<file path="src/rtl/tmr_scrub_reg.sv">
// Triple-modular-redundant register with majority vote and scrubbing.
// Per-lane persistence FSMs flag lanes that keep disagreeing on load.
module tmr_scrub_reg #(
   parameter int WIDTH   = 8,
   parameter int CNT_W   = 8,
   parameter int PERSIST = 4
) (
   input  logic             clk,
   input  logic             rstn,
   input  logic [WIDTH-1:0] inA,
   input  logic [WIDTH-1:0] inB,
   input  logic [WIDTH-1:0] inC,
   input  logic             load,
   input  logic             clrErr,
   output logic [WIDTH-1:0] out,
   output logic             tmrErr,
   output logic [CNT_W-1:0] errCnt,
   output logic [2:0]       laneFault
);

   typedef enum logic [1:0] {
      OK      = 2'd0,
      SUSPECT = 2'd1,
      FAULT   = 2'd2
   } laneState_t;

   localparam logic [3:0] PERSIST_L = 4'(PERSIST);

   logic [WIDTH-1:0] regA, regB, regC;
   logic [2:0]       mis;
   logic             anyMis;
   laneState_t       st    [3];
   laneState_t       stNxt [3];
   logic [3:0]       pc    [3];
   logic [3:0]       pcNxt [3];

   assign out    = (regA & regB) | (regA & regC) | (regB & regC);
   assign mis[0] = |(regA ^ out);
   assign mis[1] = |(regB ^ out);
   assign mis[2] = |(regC ^ out);
   assign anyMis = |mis;

   always_ff @(posedge clk or negedge rstn) begin
      if (!rstn) begin
         regA <= '0;
         regB <= '0;
         regC <= '0;
      end else if (load) begin
         regA <= inA;
         regB <= inB;
         regC <= inC;
      end else begin
         regA <= out;
         regB <= out;
         regC <= out;
      end
   end

   always_ff @(posedge clk or negedge rstn) begin
      if (!rstn) begin
         tmrErr <= 1'b0;
         errCnt <= '0;
      end else if (clrErr) begin
         tmrErr <= 1'b0;
         errCnt <= '0;
      end else begin
         tmrErr <= anyMis;
         if (anyMis && (errCnt != {CNT_W{1'b1}}))
            errCnt <= errCnt + 1'b1;
      end
   end

   always_ff @(posedge clk or negedge rstn) begin
      if (!rstn) begin
         for (int i = 0; i < 3; i++) begin
            st[i] <= OK;
            pc[i] <= 4'd0;
         end
      end else begin
         for (int i = 0; i < 3; i++) begin
            st[i] <= stNxt[i];
            pc[i] <= pcNxt[i];
         end
      end
   end

   // FAULT is sticky; only clrErr or reset returns a lane to OK
   always_comb begin
      for (int i = 0; i < 3; i++) begin
         stNxt[i] = st[i];
         pcNxt[i] = pc[i];
         if (clrErr) begin
            stNxt[i] = OK;
            pcNxt[i] = 4'd0;
         end else begin
            unique case (st[i])
               OK: begin
                  if (mis[i]) begin
                     stNxt[i] = SUSPECT;
                     pcNxt[i] = 4'd1;
                  end else begin
                     pcNxt[i] = 4'd0;
                  end
               end
               SUSPECT: begin
                  if (mis[i]) begin
                     pcNxt[i] = pc[i] + 4'd1;
                     if (pc[i] + 4'd1 == PERSIST_L)
                        stNxt[i] = FAULT;
                  end else begin
                     stNxt[i] = OK;
                     pcNxt[i] = 4'd0;
                  end
               end
               FAULT: begin
                  stNxt[i] = FAULT;
               end
               default: begin
                  stNxt[i] = OK;
                  pcNxt[i] = 4'd0;
               end
            endcase
         end
      end
   end

   always_comb begin
      for (int i = 0; i < 3; i++)
         laneFault[i] = (st[i] == FAULT);
   end

endmodule

</file>
<file path="config.mk">
export PLATFORM = sky130hd
export DESIGN_NAME = tmr_scrub_reg
export DESIGN_NICKNAME = d
export VERILOG_FILES = /design/src/rtl/tmr_scrub_reg.sv
export SDC_FILE = /design/constraint.sdc
export NUM_CORES = 1
export LEC_CHECK = 0
export BUFFER_PORTS_ARGS = -buffer_cell sky130_fd_sc_hd__buf_2
export CAP_MARGIN = 20
export CORE_ASPECT_RATIO = 0.6
export CORE_MARGIN = 3
export CORE_UTILIZATION = 51
export CTS_CLUSTER_SIZE = 12
export DETAILED_ROUTE_END_ITERATION = 7
export GPL_ROUTABILITY_DRIVEN = 0
export PLACE_DENSITY = 0.76
export SKIP_CTS_REPAIR_TIMING = 1
export SLEW_MARGIN = 20
export SYNTH_ARGS = -nofsm -noshare
export SYNTH_HDL_FRONTEND = slang
export SYNTH_SLANG_ARGS = --single-unit
</file>
<file path="constraint.sdc">
create_clock -name clk -period 1.9 [get_ports clk]
set_input_delay 0.19 -clock clk [delete_from_list [all_inputs] [get_ports clk]]
set_output_delay 0.19 -clock clk [all_outputs]
set_load 0.02 [all_outputs]
</file>
Word-level counts from Yosys, hierarchy flattened
Cells that the tools add are included.
W data, S select, Z words.
{"block": "op_classes", "add_sub_neg": 4, "eq_ne": 19, "muxes": 33, "n_bitwise": 8, "reduce_logical": 12}
{"cell": "$mux W8", "n": 5}
{"cell": "$pmux W4 S3", "n": 3}
{"cell": "$and A8 B8 Y8", "n": 3}
{"cell": "$mux W2", "n": 12}
{"cell": "$mux W4", "n": 6}
{"cell": "$reduce_or A24 Y1", "n": 1}
{"cell": "$reduce_or A8 Y1", "n": 3}
{"cell": "$xor A8 B8 Y8", "n": 3}
{"cell": "$pmux W2 S3", "n": 3}
{"cell": "$or A8 B8 Y8", "n": 2}
{"cell": "$add A4 B1 Y4 const B", "n": 3}
{"cell": "$eq A4 B3 Y1 const B", "n": 3}
{"cell": "$ne A4 B4 Y1 const B", "n": 3}
{"cell": "$ne A3 B3 Y1 const B", "n": 3}
{"cell": "$add A8 B1 Y8 const B", "n": 1}
{"cell": "$ne A8 B8 Y1 const B", "n": 1}
{"cell": "$eq A2 B1 Y1 const B", "n": 3}
{"cell": "$eq A2 B2 Y1 const B", "n": 3}
{"cell": "$logic_not A2 Y1", "n": 3}
{"cell": "$ne A2 B2 Y1 const B", "n": 3}
{"cell": "$reduce_and A2 Y1", "n": 3}
{"cell": "$mux W1", "n": 4}
{"cell": "$reduce_bool A2 Y1", "n": 1}
{"cell": "$logic_and A1 B1 Y1", "n": 1}
{"block": "totals", "reg_bits": 51, "in_bits": 28, "out_inout_bits": 20, "elab_cells": 87}

Longest topological paths before layout
Gate-level depths: netlist (run 1).
{"block": "logic_depth", "word_depth": 8, "mapped_depth": 7, "mapped_depth_nobuf": 6}

Worst setup path before layout (run 1)
No wires, ideal clock.
{"block": "synth_timing", "path_kind": "reg2reg", "from": "reg regA[6]", "to": "reg errCnt[4]", "setup_time_ps": 125, "arrival_time_ps": 1894, "slack_ps": -120, "stages_incl_launch_ff": 8, "period_less_slack_ps": 2020, "cell_sequence": "dfrtp_1 -> and3b_1 -> nor4_1 -> nand4_1 -> nor4_4 -> buf_6 -> nor3_1 -> mux2_4"}
{"block": "synth_between", "elab_chain_len": 7}
{"item": "start: declaration", "line": "29", "text": "logic [WIDTH-1:0] regA, regB, regC;"}
{"item": "start signal: assignment", "line": "49", "text": "regA <= inA;"}
{"item": "start signal: assignment", "line": "53", "text": "regA <= out;"}
{"item": "$and A8 B8 Y8", "line": "37", "text": "assign out = (regA & regB) | (regA & regC) | (regB & regC);"}
{"item": "$or A8 B8 Y8 (2 in a row)", "line": "37"}
{"item": "$xor A8 B8 Y8 (on tied branches)", "line": "38, 39, 40"}
{"item": "$reduce_or A24 Y1 (*)", "line": "41", "text": "assign anyMis = |mis;"}
{"item": "$logic_and A1 B1 Y1 (*)", "line": "68", "text": "if (anyMis && (errCnt != {CNT_W{1'b1}}))"}
{"item": "$reduce_bool A2 Y1 (no line) (*)"}
{"item": "end signal: assignment", "line": "69", "text": "errCnt <= errCnt + 1'b1;"}
{"item": "end: declaration", "line": "17", "text": "output logic [CNT_W-1:0] errCnt,"}
Mark *: on every way between the ends. The rest lies on a longest branch, timed or not.
A chain may end at the register's enable or synchronous reset.

Worst setup path after layout (run 1)
{"block": "layout_timing", "from": "reg regB[3]", "to": "reg errCnt[6]"}
{"block": "layout_between", "elab_chain_len": 7}
{"item": "start: declaration", "line": "29"}
{"item": "start signal: assignment", "line": "50", "text": "regB <= inB;"}
{"item": "start signal: assignment", "line": "54", "text": "regB <= out;"}
{"item": "$and A8 B8 Y8", "line": "37"}
{"item": "$or A8 B8 Y8 (2 in a row)", "line": "37"}
{"item": "$xor A8 B8 Y8 (on tied branches)", "line": "38, 39, 40"}
{"item": "$reduce_or A24 Y1 (*)", "line": "41"}
{"item": "$logic_and A1 B1 Y1 (*)", "line": "68"}
{"item": "$reduce_bool A2 Y1 (no line) (*)"}
Marks and branches as above.

==> metrics.csv, run 1 <==
metric,value,unit
antenna_cells,0,
critPathArrivalTime,2.45,ns
cts_tree,yes,
yosys_warnings,0,
slew_violations,0,
period_needed,2.20,ns
hp-class,in2reg,
syn_avg_cell_area,8.97,sq um
intPower,2070,uW
grt_setup_unrepaired,yes,
fill_cells,413,
start_kind,flip-flop,
clockPowerShare,0.306,
dpl.hpwl,4720,um
fin_ws,-0.299,ns
r2r_setup_slack,-0.30,ns
synthArstFlopShare,1.00,
finish.net_count,445,
postSynthCellCount,314,
syn-num-nets,349,
grt_util_met2,0.314,
post-route-util,0.716,
met3_usage,0.0454,
cp.buffers_inverters,3,
clkSlewWorstSetupHoldPaths,0.10,ns
worstHoldStart,inC[0],
r2r-start,regB[3]$_DFF_PN0_,
cts_max_level,2,
power_frac_seq,0.441,
ios,48,
routedWlPerCell,13.7,um
cts_sinks,51,
grt_pass1_vias,2403,
grtUsageTotal,0.210,
ff2ff_path_depth,9,
final_common_cell,nand2_1,
synth-seq-cells,51,
r2r-end,errCnt[6]$_DFFE_PN0P_,
violations,negative setup slack,
grt_start_max_net_pins,52,
peakVddDrop,0.474,mV
clock_latency,0.30,ns
p_leak,0.00193,uW
wl,6550,um
drt-pass1-iter-count,4,
power_density,780,mW/mm^2
vias,2537,
cap_violations,0,
routed_via_density,5.32,
syn_to_final_growth,32.4,%
slowest_stage,or4_1,
fin_hold_ws,0.0840,ns
die_x,102,um
fmax,455,MHz
cts_buffers,5,
critical_path.top_delay_family,simple AND/OR/NAND/NOR gates,
hold_viol_final,0,
worstSetupEndpointType,flip-flop,
io_buffer_count,47,
die_y,63.6,um
worst_pin_slew,0.503,ns
ant_nets,0,
power.switching,834,uW
antenna_found_initial,0,
crit_path_max_fanout,9,
ys_seq_area_frac,0.453,
cts_buffer_depth,2,
drc_errors,0,
root_buffer,clkbuf_8,
synth.distinct_cells,37,
outcome,finished with violations,
drtIter0Drc,96,
required,2.15,ns
crit_chain,buf_4 -> nor3b_1 -> nor4_2 -> buf_4 -> nand4_1 -> nor4_4 -> buf_4 -> or4_1 -> nand2_1,
setup_viol,18,
busiest_layer,met1,
holdPathEnd,regC[0]$_DFF_PN0_,
synthesis.area,0.00282,sq mm
worstSetupPathType,reg2reg,
start_util,0.541,
cp_common_cell,buf_4,
power,2910,uW
hold_depth,3,
rows,20,
slew_headroom,0.664,
swShare,0.287,
p_comb_frac,0.253,
synth_edf_count,0,
final_cell_mix,"nand2_1 (64), buf_2 (47), dfrtp_1 (46), buf_4 (46), nor2_1 (37)",
fin_crit_sh,1.16,
skew,0.00720,ns
max_stage_delay,0.47,ns
layout-drive-gt1-share,0.311,
grt-ovfl-total,0,
die-area,0.00648,sq mm
grt_pass1_wl,11000,um
grt_util_met1,0.319,
synthFlopType,dfrtp_1,
core_area,0.00520,sq mm
==> layout make-up <==
class / count / area [sq um] / share of cell area
Multi-Input combinational cell: 252 / 1600 / 0.428
Sequential cell: 51 / 1280 / 0.344
Timing Repair Buffer: 95 / 611 / 0.164
Tap cell: 66 / 82.6 / 0.0222
Clock buffer: 5 / 68.8 / 0.0185
Clock inverter: 3 / 67.6 / 0.0181
Inverter: 5 / 18.8 / 0.00504
==> power groups by stage <==
stage	registers, uW	clock network [uW]	logic (uW)
2_1_floorplan	1290	0	330
3_3_place_gp	1290	0	637
3_5_place_dp	1300	0	651
4_1_cts	1280	913	654
5_1_grt	1300	952	816
6_report	1280	890	735
==> worst max path at each step <==
| stage | cells after the start | start | end |
|---|---|---|---|
| 2_1_floorplan | 7 | regA[7]$_DFF_PN0_ | errCnt[4]$_DFFE_PN0P_ |
| 3_3_place_gp | 6 | regB[7]$_DFF_PN0_ | errCnt[0]$_DFFE_PN0P_ |
| 3_5_place_dp | 6 | regB[7]$_DFF_PN0_ | errCnt[0]$_DFFE_PN0P_ |
| 4_1_cts | 6 | regB[7]$_DFF_PN0_ | errCnt[0]$_DFFE_PN0P_ |
| 5_1_grt | 9 | regB[3]$_DFF_PN0_ | errCnt[6]$_DFFE_PN0P_ |
| 6_report | 9 | regB[3]$_DFF_PN0_ | errCnt[6]$_DFFE_PN0P_ |
==> worst register-to-register path, delay by kind of cell, from the launching register on <==
kind | cells | cell delay [ns]
buffers and inverters | 3 | 0.49
DFF | 1 | 0.43
and+or+nand+nor | 6 | 1.25
==> routing by layer <==
metal,up-vias,part of all wire
li1,1297,-
met1,1193,0.49
met2,43,0.45
met3,4,0.049
met4,0,0.0076
met5,-,0
==> metrics by stage <==
| stage | instances | setup slack [ns] | setup TNS, ns | cell area [sq um] |
|---|---|---|---|---|
| floorplan | 314 | -0.0927 | -0.187 | 2820 |
| global placement | 462 | -0.265 | -2.94 | 3420 |
| detailed placement | 462 | -0.282 | -3.52 | 3420 |
| CTS | 470 | -0.307 | -3.93 | 3560 |
| global route | 477 | -0.385 | -4.20 | 3730 |
| finish | 477 | -0.299 | -2.55 | 3730 |
==> cells by family (layout without fill, tap and decap cells) <==
kind of cell	Yosys count	in the layout	synth area share
mux	6	6	0.0253
xor+xnor	4	4	0.0124
simple gates	190	190	0.360
fa+ha+maj	7	7	0.0311
buf+inv	11	108	0.0173
compound gates	45	45	0.101
flops	51	51	0.453
==> registers in the layout (all words and copies together), names as in the netlist <==
name    cells
errCnt      8
pc         12
regB        8
regC        8
st          6
tmrErr      1
regA        8
==> Yosys cell counts (6+ instances only) <==
library cell / instances / area [sq um]
a21oi_1: 16 / 80.1
and3b_1: 18 / 158
dfrtp_1: 51 / 1280
ha_1: 7 / 87.6
nand2_1: 64 / 240
nand4_1: 6 / 37.5
nor2_1: 37 / 139
nor2b_1: 13 / 81.3
nor3b_1: 17 / 128
nor4_1: 8 / 50.1
o21ai_0: 6 / 30.0
or3_1: 11 / 68.8
Note: power is estimated with default switching activity, not from simulation.
==> run 2: changes to the inputs <==
- ABC_AREA: default -> 1
==> run 2 against run 1 <==
  * The run now ends clean
  * Largest cell class unchanged
  * Sequential cell count did not move
  * Synthesized cell count up 29%
  * Setup slack better by 0.53 ns
  * Critical path depth decreased by 2
  * Maximum frequency is 32% higher
==> metrics.csv, run 2 <==
metric,value,unit
synthFlopType,dfrtp_1,
yosys_warnings,0,
die-area,0.00674,sq mm
setup_tns,0,ns
io_buffer_count,47,
core_area,0.00531,sq mm
yosys.area.top_type,dfrtp_1,
ios,48,
ys_seq_area_frac,0.434,
clock_latency,0.31,ns
synth_most_common_cell,nand2_1,
cap_violations,0,
power,2960,uW
outcome,finished clean,
synth_edf_count,0,
skew,0.00694,ns
dpl.hpwl,5020,um
syn_avg_cell_area,7.27,sq um
grt_util_met1,0.297,
setup_viol,0,
syn-num-nets,439,
synth.distinct_cells,25,
grt_pass1_vias,2443,
slew_violations,0,
critPathArrivalTime,1.92,ns
dpl-instance-area,0.00327,sq mm
post-route-util,0.640,
yosys.area_share.simple,0.377,
start_util,0.554,
synth-seq-cells,51,
finish.net_count,490,
die_x,104,um
routed_via_density,5.05,
synth.top_cells.by_count,"nand2_1 (125), nand3_1 (72), dfrtp_1 (51)",
worstSetupEndpointType,flip-flop,
cts_max_level,2,
cts_tree,yes,
required,2.15,ns
grtUsageTotal,0.199,
vias,2692,
synthArstFlopShare,1.00,
hold_viol_final,0,
fin_crit_sh,0.879,
met3_usage,0.0517,
grt-ovfl-total,0,
synth_compound_area_frac,0.0532,
postSynthCellCount,404,
antenna_found_initial,0,
layout-drive-gt1-share,0.158,
routedWlPerCell,11.9,um
period_needed,1.67,ns
grt_pass1_wl,11000,um
final_cell_mix,"nand2_1 (125), nand3_1 (72), dfrtp_1 (51)",
start_kind,flip-flop,
final_cell_area,0.00340,sq mm
synth_top_family_by_area,simple AND/OR/NAND/NOR gates,
slew_headroom,0.679,
drc_errors,0,
cts_buffers,5,
synth_area_leaders,"dfrtp_1 (43%), nand2_1 (16%), nand3_1 (12%)",
worstSetupPathType,reg2reg,
hp-class,in2reg,
root_buffer,clkbuf_8,
crit_path_max_fanout,9,
yosysTopAreaCellShare,0.434,
grt_setup_unrepaired,no,
synth_xor_area_frac,0.0328,
post_synth_fa_ha_maj_area_fraction,0.0298,
grt_start_max_net_pins,32,
muxShareOfSynthArea,0,
worst_pin_slew,0.482,ns
p_leak,0.00194,uW
synthesis.area,0.00294,sq mm
fin_ws,0.229,ns
cts_buffer_depth,2,
ant_nets,0,
pre_cts_ws,0.203,ns
clkSlewWorstSetupHoldPaths,0.09,ns
busiest_layer,met2,
final_common_cell,nand2_1,
rows,20,
power_density,870,mW/mm^2
antenna_cells,0,
fmax,599,MHz
grt_util_met2,0.299,
regMostFlops,pc,
cts_sinks,51,
peakVddDrop,0.409,mV
largest_register_ff_count,12,
drt-pass1-iter-count,4,
drtIter0Drc,121,
syn_to_final_growth,15.5,%
wl,6370,um
die_y,64.8,um
==> run 2: cell count changes after synthesis, sizes merged, moves of 13 or more <==
cell / delta
nand2: +63
nand3: +69
and3b: -18
inv: +46
nor3b: -17
nor2b: -13
==> run 2: logic make-up (layout without fill, tap and decap cells) <==
group                      after synthesis  count (layout)
AOI/OAI and AO/OA                       30              30
adders and majority gates                7               7
DFF                                     51              51
xor gates and xnor gates                11              11
buffers and inverters                   56             108
and+or+nand+nor                        249             249
==> run 2: through the flow <==
step                      hold WS, ns  instances
after floorplan                -0.106        404
after global placement          0.175        524
after detailed placement        0.183        524
after CTS                      -0.155        532
after global routing           0.0741        533
final                          0.0776        533
==> run 2: final timing paths <==
path | startpoint | to | slack (ns) | cells past startpoint
max | errCnt[1]$_DFFE_PN0P_ | errCnt[7]$_DFFE_PN0P_ | 0.23 | 7
min | inC[7] | regC[7]$_DFF_PN0_ | 0.08 | 3
max reg2reg | errCnt[1]$_DFFE_PN0P_ | errCnt[7]$_DFFE_PN0P_ | 0.23 | 7
min reg2reg | pc[7]$_DFFE_PN0P_ | pc[7]$_DFFE_PN0P_ | 0.51 | 2
max in group asynchronous | rstn | st[5]$_DFFE_PN0P_ | 1.01 | 3
min in group asynchronous | rstn | regB[4]$_DFF_PN0_ | 0.36 | 2
==> run 2: metal layers <==
layer | part of all wire | vias up
li1 | - | 1404
met1 | 0.54 | 1215
met2 | 0.40 | 68
met3 | 0.056 | 5
met4 | 0.0046 | 0
met5 | 0 | -
==> run 2: layout make-up <==
type | instances | area (sq um)
Timing Repair Buffer | 49 | 265
Sequential cell | 51 | 1280
Clock inverter | 2 | 35.0
Inverter | 51 | 191
Tap cell | 77 | 96.3
Multi-Input combinational cell | 297 | 1450
Clock buffer | 6 | 82.6
Fill cell | 464 | 1910
==> run 2: worst max-delay path, cell delays in order, from the launching register on <==
cell and delay [ns]:
dfrtp_1 0.41, ha_1 0.19, nand2_1 0.07, nor3_1 0.33
nand3_2 0.26, nand2_4 0.19, nand3_1 0.09, nand2_1 0.08
==> run 2: where the power goes <==
group / internal, uW / leakage, uW / switching [uW]
combinational: 267 / 0.00123 / 533
clock: 426 / 0.0000612 / 355
sequential: 1220 / 0.000655 / 159
